$ cat src/rtl/core_run_ctrl_pkg.sv
// Shared encodings for the core run/stop sequencer.
// State and cause codes are visible on the debug outputs, so their values are fixed.
package core_run_ctrl_pkg;

  localparam int StateBit = 2;
  localparam int CauseBit = 3;

  typedef enum logic [StateBit-1:0] {
    ST_RUN   = 2'd0,
    ST_PAUSE = 2'd1,
    ST_STEP  = 2'd2
  } run_state_e;

  typedef enum logic [CauseBit-1:0] {
    CS_NONE   = 3'd0,
    CS_HALT   = 3'd1,
    CS_BP     = 3'd2,
    CS_BUDGET = 3'd3,
    CS_STEP   = 3'd4
  } stop_cause_e;

endpackage

$ cat src/rtl/aux_edge_sync.sv
// Multi-stage synchronizer for a raw button level followed by a registered
// rising-edge detector; pulse is high for one cycle, SyncStages+1 cycles after din rises.
module aux_edge_sync #(
  parameter int SyncStages = 2
) (
  input  logic clk,
  input  logic rst,
  input  logic din,
  output logic pulse
);

  logic [SyncStages-1:0] sync_reg;
  logic                  prev_reg;
  logic                  pulse_reg;

  always_ff @(posedge clk) begin
    if (rst) begin
      sync_reg  <= '0;
      prev_reg  <= 1'b0;
      pulse_reg <= 1'b0;
    end else begin
      sync_reg  <= {sync_reg[SyncStages-2:0], din};
      prev_reg  <= sync_reg[SyncStages-1];
      pulse_reg <= sync_reg[SyncStages-1] && !prev_reg;
    end
  end

  assign pulse = pulse_reg;

endmodule

$ cat src/rtl/core_run_ctrl.sv
// Run/stop sequencer: gates the core with en and arbitrates halt, breakpoint,
// cycle budget and single-step stop sources; a resume press restarts from PAUSE.
module core_run_ctrl
  import core_run_ctrl_pkg::*;
#(
  parameter int SyncStages = 2,
  parameter int PcBit      = 32,
  parameter int BudgetBit  = 16
) (
  input  logic                 clk,
  input  logic                 rst,
  input  logic                 resume,
  input  logic                 step_mode,
  input  logic                 bp_en,
  input  logic [PcBit-1:0]     bp_pc,
  input  logic [PcBit-1:0]     pc,
  input  logic                 halt,
  input  logic [BudgetBit-1:0] budget,
  output logic                 en,
  output logic [StateBit-1:0]  state,
  output logic [CauseBit-1:0]  cause,
  output logic [BudgetBit-1:0] stop_cnt
);

  logic                 rp;
  run_state_e           state_reg;
  stop_cause_e          cause_reg;
  logic [BudgetBit-1:0] stop_cnt_reg;
  logic [BudgetBit-1:0] run_cnt_reg;
  logic                 bp_skip_reg;

  logic                 bp_hit;
  logic                 budget_hit;
  logic [BudgetBit:0]   run_cnt_inc;

  aux_edge_sync #(
    .SyncStages(SyncStages)
  ) u_resume_sync (
    .clk  (clk),
    .rst  (rst),
    .din  (resume),
    .pulse(rp)
  );

  // bp_skip lets the breakpoint instruction itself execute once after a resume.
  assign bp_hit      = bp_en && (pc == bp_pc) && !bp_skip_reg;
  assign run_cnt_inc = {1'b0, run_cnt_reg} + (BudgetBit + 1)'(1);
  assign budget_hit  = (budget != '0) && (run_cnt_inc >= {1'b0, budget});
  assign en          = !rst && (((state_reg == ST_RUN) && !bp_hit) || (state_reg == ST_STEP));

  always_ff @(posedge clk) begin
    if (rst) begin
      state_reg    <= ST_RUN;
      cause_reg    <= CS_NONE;
      stop_cnt_reg <= '0;
      run_cnt_reg  <= '0;
      bp_skip_reg  <= 1'b0;
    end else begin
      if (en && bp_skip_reg) begin
        bp_skip_reg <= 1'b0;
      end
      case (state_reg)
        ST_RUN: begin
          if (bp_hit) begin
            state_reg    <= ST_PAUSE;
            cause_reg    <= CS_BP;
            stop_cnt_reg <= stop_cnt_reg + BudgetBit'(1);
          end else if (halt) begin
            state_reg    <= ST_PAUSE;
            cause_reg    <= CS_HALT;
            stop_cnt_reg <= stop_cnt_reg + BudgetBit'(1);
          end else if (budget_hit) begin
            state_reg    <= ST_PAUSE;
            cause_reg    <= CS_BUDGET;
            stop_cnt_reg <= stop_cnt_reg + BudgetBit'(1);
          end else if (step_mode) begin
            state_reg    <= ST_PAUSE;
            cause_reg    <= CS_STEP;
            stop_cnt_reg <= stop_cnt_reg + BudgetBit'(1);
          end else if (run_cnt_reg != '1) begin
            run_cnt_reg <= run_cnt_inc[BudgetBit-1:0];
          end
        end
        ST_PAUSE: begin
          // Resume is honoured whatever the stop cause, including halt.
          if (rp) begin
            state_reg   <= step_mode ? ST_STEP : ST_RUN;
            cause_reg   <= CS_NONE;
            run_cnt_reg <= '0;
            bp_skip_reg <= 1'b1;
          end
        end
        ST_STEP: begin
          state_reg    <= ST_PAUSE;
          cause_reg    <= halt ? CS_HALT : CS_STEP;
          stop_cnt_reg <= stop_cnt_reg + BudgetBit'(1);
        end
        default: begin
          state_reg <= ST_RUN;
        end
      endcase
    end
  end

  assign state    = state_reg;
  assign cause    = cause_reg;
  assign stop_cnt = stop_cnt_reg;

endmodule

$ cat config.mk
export PLATFORM = sky130hd
export DESIGN_NAME = core_run_ctrl
export DESIGN_NICKNAME = d
export VERILOG_FILES = /design/src/rtl/core_run_ctrl_pkg.sv /design/src/rtl/aux_edge_sync.sv /design/src/rtl/core_run_ctrl.sv
export SDC_FILE = /design/constraint.sdc
export NUM_CORES = 1
export LEC_CHECK = 0
export BUFFER_PORTS_ARGS = -buffer_cell sky130_fd_sc_hd__buf_4
export CORE_MARGIN = 2
export CORE_UTILIZATION = 30
export CTS_CLUSTER_SIZE = 16
export DETAILED_ROUTE_END_ITERATION = 8
export GPL_TIMING_DRIVEN = 0
export PLACE_DENSITY = 0.53
export SLEW_MARGIN = 20
export SYNTH_ARGS = -nofsm -noshare
export SYNTH_HDL_FRONTEND = slang
export SYNTH_HIERARCHICAL = 1
export SYNTH_SLANG_ARGS = --single-unit
$ cat constraint.sdc
create_clock -name clk -period 8.7 [get_ports clk]
set_input_delay 0.435 -clock clk [delete_from_list [all_inputs] [get_ports clk]]
set_output_delay 0.435 -clock clk [all_outputs]
set_load 0.02 [all_outputs]
# Word level (Yosys, flattened, before mapping)
# Index checks and enable logic that the tools add are counted.
# Widths: inputs -> output; s select.
dict set report totals {
  ff_bits 42
  elab_cells 72
  in_bits 86
}
dict set report classes {
  reduce_logical 21
  n_addsub 2
  order_cmp 1
  n_eq_ne 11
  n_mux 29
}
# op n
set op_table {}
lappend op_table {{$mux 16} 10}
lappend op_table {{$pmux 16 s2} 2}
lappend op_table {{$eq 32x32->1} 1}
lappend op_table {{$mux 3} 6}
lappend op_table {{$add 16x1->17 const B} 1}
lappend op_table {{$ge 17x16->1} 1}
lappend op_table {{$add 16x1->16 const B} 1}
lappend op_table {{$ne 16x16->1 const B} 1}
lappend op_table {{$reduce_bool 16->1} 1}
lappend op_table {{$mux 2} 6}
lappend op_table {{$pmux 3 s3} 1}
lappend op_table {{$ne 2x2->1 const B} 4}
lappend op_table {{$logic_and 1x1->1} 7}
lappend op_table {{$reduce_and 7->1} 1}
lappend op_table {{$pmux 2 s3} 1}
lappend op_table {{$ne 5x5->1 const B} 1}
lappend op_table {{$logic_not 1->1} 4}
lappend op_table {{$ne 2x1->1 const B} 2}
lappend op_table {{$reduce_and 2->1} 2}
lappend op_table {{$reduce_bool 2->1} 2}
lappend op_table {{$mux 1} 3}
lappend op_table {{$reduce_and 3->1} 1}
lappend op_table {{$reduce_bool 3->1} 1}
lappend op_table {{$eq 2x1->1 const B} 1}
lappend op_table {{other kinds (3)} 3}

# Depth between registers and ports, before layout
# Gate-level depths: netlist of the first run.
dict set report depth {
  depth_word 11
  mapped_depth 17
  ltp_nobuf 16
}

# Modules after synthesis
# The synthesis of the first run kept the hierarchy.
# module area_per_inst_um2 instances cells_each
set by_module_without_submodules {}
lappend by_module_without_submodules {core_run_ctrl 2889.0 1 347}
lappend by_module_without_submodules {aux_edge_sync 111.4 1 8}

# Worst setup path before layout of the first run
# No wires, ideal clock.
dict set report synth_timing {
  path_type {register -> register}
  from {register run_cnt_reg[2]}
  to {register stop_cnt_reg[6], in the netlist stop_cnt[6]}
  t_required_ns 8.579
  period_less_slack_ns 3.402
  path_stages_with_launch 18
  setup_slack_ns 5.298
  arrival_time_ns 3.282
  setup_time_ns 0.121
  cell_sequence {dfxtp_1 > and3_1 > and3_1 > nand2_1 > nor2_1 > nand3_1 > nor2_1 > xor2_1 > ha_1 > nand3_1 > nor3_1 > nand4_1 > nand4_2 > o21ai_4 > and2_4 > buf_6 > nor4_1 > mux2_2}
}
dict set report synth_via {
  elab_chain_cells 7
  word_cells_on_any_way 9
  classes_between {add/sub (1); order compare (1); eq/ne (1); mux (4); reduce/logical (2)}
}
# element line
set synth_lines {}
lappend synth_lines {{from (decl)} core_run_ctrl.sv:29} ;# logic [BudgetBit-1:0] run_cnt_reg;
lappend synth_lines {{from (signal assigned)} core_run_ctrl.sv:81} ;# run_cnt_reg <= run_cnt_inc[BudgetBit-1:0];
lappend synth_lines {{$add 16x1->17 (*)} core_run_ctrl.sv:47} ;# assign run_cnt_inc = {1'b0, run_cnt_reg} + (BudgetBit + 1)'(1);
lappend synth_lines {{$ge 17x16->1 (*)} core_run_ctrl.sv:48} ;# assign budget_hit = (budget != '0) && (run_cnt_inc >= {1'b0, budget});
lappend synth_lines {{$logic_and 1x1->1 (*)} core_run_ctrl.sv:48}
lappend synth_lines {{$mux 16} core_run_ctrl.sv:72} ;# end else if (budget_hit) begin
lappend synth_lines {{$mux 16} core_run_ctrl.sv:68} ;# end else if (halt) begin
lappend synth_lines {{$mux 16} core_run_ctrl.sv:64} ;# if (bp_hit) begin
lappend synth_lines {{$pmux 16 s2} core_run_ctrl.sv:62} ;# case (state_reg)
lappend synth_lines {{to (signal assigned)} core_run_ctrl.sv:67} ;# stop_cnt_reg <= stop_cnt_reg + BudgetBit'(1);
lappend synth_lines {{to (signal assigned)} core_run_ctrl.sv:71} ;# stop_cnt_reg <= stop_cnt_reg + BudgetBit'(1);
lappend synth_lines {{to (signal assigned)} core_run_ctrl.sv:75} ;# stop_cnt_reg <= stop_cnt_reg + BudgetBit'(1);
lappend synth_lines {{to (decl)} core_run_ctrl.sv:28} ;# logic [BudgetBit-1:0] stop_cnt_reg;
# Every way passes the cells marked *; elsewhere a longest branch is shown, timed or not.
# A chain may end at the register's enable or synchronous reset.

# Worst setup path after layout of the first run
dict set report layout_timing {
  from {register run_cnt_reg[3]}
  to {register run_cnt_reg[3]}
}
dict set report layout_via {
  elab_chain_cells 7
  word_cells_on_any_way 13
  classes_between {add/sub (1); order compare (1); eq/ne (3); mux (6); reduce/logical (2)}
}
# element
set layout_lines {}
lappend layout_lines {{parallel branches: the longest is 7 deep, another holds $add 16x1->17}}
# Parallel ways; which one is timed is not known. The select of a mux whose other input is x is not followed.

==> results of run 1 <==
-- kinds of logic (layout without fill, tap and decap cells) --
logic type / count (synthesis) / after routing / synth area share
compound gates: 66 / 66 / 0.158
xor+xnor: 53 / 53 / 0.155
fa+ha+maj: 22 / 22 / 0.0917
buf+inv: 29 / 143 / 0.0392
flops: 42 / 42 / 0.280
mux: 4 / 4 / 0.0142
simple gates: 139 / 139 / 0.262
-- power groups by stage --
| stage | registers (W) | logic [W] | clock network (W) |
|---|---|---|---|
| final | 0.000205 | 0.000123 | 0.000121 |
| after global placement | 0.000210 | 0.000122 | 0 |
| after global routing | 0.000206 | 0.000136 | 0.000133 |
| after CTS | 0.000206 | 0.000124 | 0.000127 |
| after detailed placement | 0.000210 | 0.000124 | 0 |
| after floorplan | 0.000214 | 0.0000607 | 0 |
-- cells in the mapped netlist, types with 3 or more instances --
| cell type | instances |
|---|---|
| nand3_1 | 21 |
| nor2_1 | 27 |
| nand4_1 | 13 |
| a22o_1 | 6 |
| a21oi_1 | 21 |
| a31o_2 | 4 |
| nand2_1 | 21 |
| a31oi_1 | 3 |
| nand2b_1 | 7 |
| inv_1 | 20 |
| nor4_1 | 7 |
| nor2b_1 | 8 |
| a21o_1 | 4 |
| nor3_1 | 4 |
| xor2_1 | 6 |
| ha_1 | 22 |
| nand3b_1 | 4 |
| or4_1 | 4 |
| o21ai_0 | 7 |
| o31ai_1 | 3 |
| and3_1 | 7 |
| dfxtp_1 | 42 |
| a211oi_1 | 6 |
| clkbuf_1 | 7 |
| xnor2_1 | 47 |
-- metal layers --
metal / global-route usage / share of wire / vias up
met2: 0.266 / 0.47 / 58
met1: 0.207 / 0.47 / 1322
met3: 0.0332 / 0.039 / 16
met5: 0 / 0 / -
met4: 0.0454 / 0.021 / 0
li1: - / - / 1508
-- metrics by stage --
stage               std cells  total power, W  utilization  area, sq um  hold slack (ns)
floorplan                 355        0.000275            -         3000            0.387
global placement          595        0.000332        0.408         3970            0.400
detailed placement        595        0.000334        0.408         3970            0.397
CTS                       602        0.000457        0.416         4050            0.344
global route              602        0.000475        0.416         4050            0.364
finish                    602        0.000450        0.416         4050            0.353
-- path summary, 6_finish.rpt --
check,to,slack [ns],cells after the start
setup reg to reg,run_cnt_reg[3],4.70,16
setup / recovery,run_cnt_reg[3],4.70,16
hold / removal,u_resume_sync/sync_reg[0],0.35,2
hold reg to reg,u_resume_sync/pulse,0.41,1
-- final cells by class --
type                       instances  area share
inverter                          20      0.0186
timing repair buffer             107       0.199
sequential                        42       0.208
buffer                             9      0.0105
tap                              133      0.0411
clock buffer                       7      0.0189
multi-input combinational        284       0.505
-- critical path, delay by kind of cell, from the launching register on --
kind,cells,cell delay [ns]
compound gates,3,0.60
xor+xnor,1,0.11
fa+ha+maj,1,0.30
flops,1,0.43
simple gates,11,2.48
==> impl_metrics.py, run 1 <==
metrics = {
    "placement": {
        "place_hpwl_microns": 6850,
        "place_ws_ns": 4.65,
        "portBuffers": 107,
        "gp_congestion": 0.782,
    },
    "yosys": {
        "yosys.area.top_type": "dfxtp_1",
        "ys_types": 53,
        "synth_area_sq_um": 3000,
        "synth_seq_cells": 42,
        "synth_top_cells_by_area": "dfxtp_1 (28%), xnor2_1 (14%), ha_1 (9.2%), a21oi_1 (3.5%), nand3_1 (3.5%)",
        "synth_warnings": 6,
        "yosys_most_used_dff": "dfxtp_1",
        "ys_seq_area_frac": 0.280,
        "syn_avg_cell_area_sq_um": 8.45,
        "synth_fp_nets": 463,
        "synth_top_area_frac": 0.280,
        "synthArstFlopShare": 0,
        "synth_edf_count": 0,
        "synthCells": 355,
    },
    "timing": {
        "grt_setup_unrepaired": "false",
        "worstMarginPinSlew_ns": 0.727,
        "fin_crit_ns": 4.00,
        "min_period_over_period": 0.460,
        "finClkSkew_ns": 0.00289,
        "maxSlewViolCount": 0,
        "hold_viol_final": 0,
        "setup_viol": 0,
        "setup_ws_ns": 4.70,
        "slew_headroom": 0.514,
        "timing.setup.tns_ns": 0,
        "fmax_ghz": 0.250,
    },
    "flow_run": {
        "drv_cap": 0,
    },
    "outcome": {
        "status": "finished clean",
    },
    "setup_path": {
        "cp_slowest_stage_delay_ns": 0.59,
        "crit_path_start": "run_cnt_reg[3]",
        "reg2reg_from": "run_cnt_reg[3]",
        "crit_top_cell": "nor2_1",
        "crit_fanout": 9,
        "cp.arrival_ns": 4.24,
        "crit_path_top_delay_cell": "nor2_1",
        "crit_chain": "and3_1 -> and3_1 -> nand2_1 -> nor2_1 -> nand3_1 -> nor2_1 -> xor2_1 -> ha_1 -> nand3_1 -> nor3_1 -> nand4_1 -> nand4_2 -> o21ai_4 -> o2bb2ai_2 -> nor2_1 -> a22o_1",
        "crit_required_ns": 8.94,
        "cp-start-kind": "register",
        "cp-end-kind": "register",
        "crit_type": "reg2reg",
    },
    "floorplanning": {
        "die_area_sq_um": 10800,
        "io_pins": 108,
        "dieWidth_microns": 104,
        "die_height_microns": 104,
        "initial_core_util": 0.308,
        "row_count": 36,
        "core_sq_um": 9730,
    },
    "global_route": {
        "grt_pass1_wl_microns": 14400,
        "grt_max_degree": 12,
        "track_usage": 0.159,
        "antenna_found_initial": 0,
        "grt.overflow.total": 0,
        "grt_pass1_vias": 3015,
    },
    "power_and_ir_drop": {
        "ir_worst_vdd_uv": 87.3,
        "p_switching_w": 0.000132,
        "switching_share": 0.293,
        "powerDensity_nw_per_um2": 111,
        "internal-power_w": 0.000318,
        "p_clk_frac": 0.269,
        "p_seq_frac": 0.457,
        "combPwrFrac": 0.274,
        "leakage_nw": 1.75,
    },
    "routing": {
        "drt-total-wl_microns": 8520,
        "drc_errors": 0,
        "drt-vias-per-instance": 4.82,
        "wl_per_cell_microns": 14.1,
        "dr.pass1.iters": 4,
        "drtIter0Drc": 63,
        "via_count": 2904,
        "postRouteAntennaNets": 0,
    },
    "min_path": {
        "hp-start": "resume",
        "hp-class": "in2reg",
    },
    "clock_tree": {
        "path_clk_slew_ns": 0.08,
        "cts_resized": 0,
        "cts_inserted_buffers": 5,
        "root_buffer": "clkbuf_8",
        "postCtsSetupBuffers": 0,
        "htreeDepth": 2,
        "cts.sink_count": 42,
        "cts_tree": "yes",
        "clkLatencyLatePin_ns": 0.29,
        "clock_path_buffers": 2,
        "holdBufCountCts": 0,
    },
    "layout": {
        "regArea_sq_um": 841,
        "antennaDiodeCount": 0,
        "layout_commonest_cell": "buf_4",
        "multi_input_area_sq_um": 2040,
        "area_growth_pct": 34.9,
        "drive_gt1_frac": 0.284,
        "nets": 577,
        "layout_common_cells": "buf_4 (107), xnor2_1 (47), dfxtp_1 (42), nor2_1 (27), ha_1 (22)",
        "fillers": 1029,
    },
}
No activity file was read; power rests on OpenSTA's default activity.
==> run 2: changes to the inputs <==
--- a/config.mk
+++ b/config.mk
@@ -11,7 +11,7 @@
 export CTS_CLUSTER_SIZE = 16
 export DETAILED_ROUTE_END_ITERATION = 8
 export GPL_TIMING_DRIVEN = 0
-export PLACE_DENSITY = 0.53
+export PLACE_DENSITY = 0.55
 export SLEW_MARGIN = 20
 export SYNTH_ARGS = -nofsm -noshare
 export SYNTH_HDL_FRONTEND = slang
==> constraint.sdc (replaced) <==
create_clock -name clk -period 3.55 [get_ports clk]
set_input_delay 0.1775 -clock clk [delete_from_list [all_inputs] [get_ports clk]]
set_output_delay 0.1775 -clock clk [all_outputs]
set_load 0.02 [all_outputs]
==> run 2 against run 1 <==
Critical endpoint is now stop_cnt[6]. First-iteration DRC count is 70% higher. Sequential power up 140%. Final cell count is 2.3% higher. Setup slack lost 4.6 ns. Sequential cell count unchanged. Combinational power grew to 2.7 times the previous value.
==> impl_metrics.py, run 2 (synthesis gave the netlist of run 1 again) <==
metrics = {
    "clock_tree": {
        "path_clk_slew_ns": 0.08,
        "clock_path_buffers": 2,
        "cts_inserted_buffers": 5,
        "htreeDepth": 2,
        "clkLatencyLatePin_ns": 0.30,
        "holdBufCountCts": 0,
        "cts_tree": "yes",
        "cts.sink_count": 42,
        "root_buffer": "clkbuf_8",
    },
    "floorplanning": {
        "io_pins": 108,
        "initial_core_util": 0.308,
        "die_height_microns": 104,
        "die_area_sq_um": 10800,
        "row_count": 36,
        "dieWidth_microns": 104,
        "core_sq_um": 9730,
    },
    "setup_path": {
        "crit_type": "reg2reg",
        "cp-end-kind": "register",
        "cp-start-kind": "register",
        "crit_required_ns": 3.74,
        "crit_fanout": 9,
        "r2r.worst_path.cells": 17,
        "cp.arrival_ns": 3.60,
    },
    "power_and_ir_drop": {
        "leakage_nw": 1.88,
        "ir_worst_vdd_uv": 139,
        "switching_share": 0.301,
        "p_seq_frac": 0.445,
        "internal-power_w": 0.000788,
        "combPwrFrac": 0.290,
        "p_switching_w": 0.000339,
        "p_clk_frac": 0.265,
        "powerDensity_nw_per_um2": 259,
    },
    "timing": {
        "min_period_over_period": 0.962,
        "fin_crit_ns": 3.41,
        "slew_headroom": 0.585,
        "hold-worst-slack_ns": 0.0972,
        "fmax_ghz": 0.293,
        "maxSlewViolCount": 0,
        "worstMarginPinSlew_ns": 0.622,
        "finClkSkew_ns": 0.0104,
        "setup_ws_ns": 0.135,
        "setup_viol": 0,
        "hold_viol_final": 0,
    },
    "min_path": {
        "hp-class": "in2reg",
        "min_path_cells": 2,
    },
    "global_route": {
        "grt_max_degree": 13,
        "grt_use_met2": 0.266,
        "grt.overflow.total": 0,
        "antenna_found_initial": 0,
        "grt_pass1_vias": 2936,
        "grtUsageMet1": 0.200,
        "grt_pass1_wl_microns": 14100,
        "use_met3": 0.0338,
        "busiest_layer": "met2",
        "track_usage": 0.156,
    },
    "placement": {
        "place_hpwl_microns": 6660,
        "portBuffers": 107,
        "place_area_sq_um": 3970,
        "place_ws_ns": -0.466,
        "place_inst": 595,
        "gp_congestion": 0.788,
    },
    "routing": {
        "drt-total-wl_microns": 8600,
        "drt-vias-per-instance": 4.89,
        "dr.pass1.iters": 4,
        "drc_errors": 0,
        "drtIter0Drc": 107,
        "wl_per_cell_microns": 14.0,
        "via_count": 3012,
        "postRouteAntennaNets": 0,
    },
    "layout": {
        "fillers": 981,
        "regArea_sq_um": 857,
        "area_growth_pct": 45.0,
        "multi_input_area_sq_um": 2210,
        "drive_gt1_frac": 0.364,
        "antennaDiodeCount": 0,
        "nets": 591,
        "final_core_util": 0.447,
        "final_area_sq_um": 4350,
        "layout_commonest_cell": "buf_4",
        "layout_common_cells": "buf_4 (122), xnor2_1 (46), dfxtp_1 (37), nor2_1 (24)",
        "final_cells": 616,
    },
    "outcome": {
        "status": "finished clean",
    },
    "flow_run": {
        "drv_cap": 0,
    },
}
## run 2: changes by cell type in the layout (fill, tap and decap cells not counted), moves of 3 or more
cell | previous run | this run
buf_4 | 107 | 122
and3_1 | 7 | 4
nand3_1 | 21 | 18
ha_1 | 22 | 19
nor2_1 | 27 | 24
dfxtp_1 | 42 | 37
clkbuf_1 | 9 | 5
dfxtp_4 | 0 | 4
## run 2: stage by stage
step	total power [W]	TNS, ns
global placement	0.000813	-11.37
CTS	0.00113	0
finish	0.00113	0
global route	0.00119	-0.0690
detailed placement	0.000819	-11.59
floorplan	0.000674	0
## run 2: path summary, 6_finish.rpt
path	start	to	slack, ns
max	run_cnt_reg[2]	stop_cnt[6]	0.14
min	resume	u_resume_sync/sync_reg[0]	0.1
max reg2reg	run_cnt_reg[2]	stop_cnt[6]	0.14
min reg2reg	u_resume_sync/prev_reg	u_resume_sync/pulse	0.41
## run 2: timing repair
| action | in CTS | in global routing |
|---|---|---|
| pin swaps | 4 | 11 |
| setup buffers | 6 | 9 |
| resized for setup | 15 | 27 |
| setup endpoints to repair | 36 | 35 |
## run 2: area by class of cell
type / count / share of cell area
inverters: 20 / 0.0173
repair buffers: 122 / 0.210
plain buffers: 8 / 0.0101
flip-flops and latches: 42 / 0.197
multi-input cells: 284 / 0.509
clock buffers: 5 / 0.0158
clock inverters: 2 / 0.00230
well taps: 133 / 0.0382
## run 2: worst max-delay path, stage by stage, from the launching register on
cell and delay (ns):
dfxtp_4 0.38, and3_4 0.18, and3_4 0.21, nand2_4 0.06, nor2_4 0.19, nand3_4 0.13
nor2_4 0.12, xor2_2 0.21, ha_4 0.18, nand3_4 0.08, nor3_4 0.21, buf_4 0.13
o31a_1 0.17, o21ai_4 0.13, and2_4 0.20, buf_8 0.13, nor4_4 0.28, mux2_4 0.32
## run 2: power by group through the flow
| stage | Sequential (W) | Clock [W] | Combinational, W |
|---|---|---|---|
| 6_report | 0.000502 | 0.000299 | 0.000327 |
| 5_1_grt | 0.000504 | 0.000323 | 0.000361 |
| 4_1_cts | 0.000504 | 0.000305 | 0.000317 |
| 3_5_place_dp | 0.000515 | 0 | 0.000305 |
| 3_3_place_gp | 0.000514 | 0 | 0.000299 |
| 2_1_floorplan | 0.000525 | 0 | 0.000149 |
## run 2: routing by layer
layer,up-vias,part of all wire
met3,15,0.043
li1,1526,-
met5,-,0
met1,1405,0.45
met4,0,0.016
met2,66,0.49
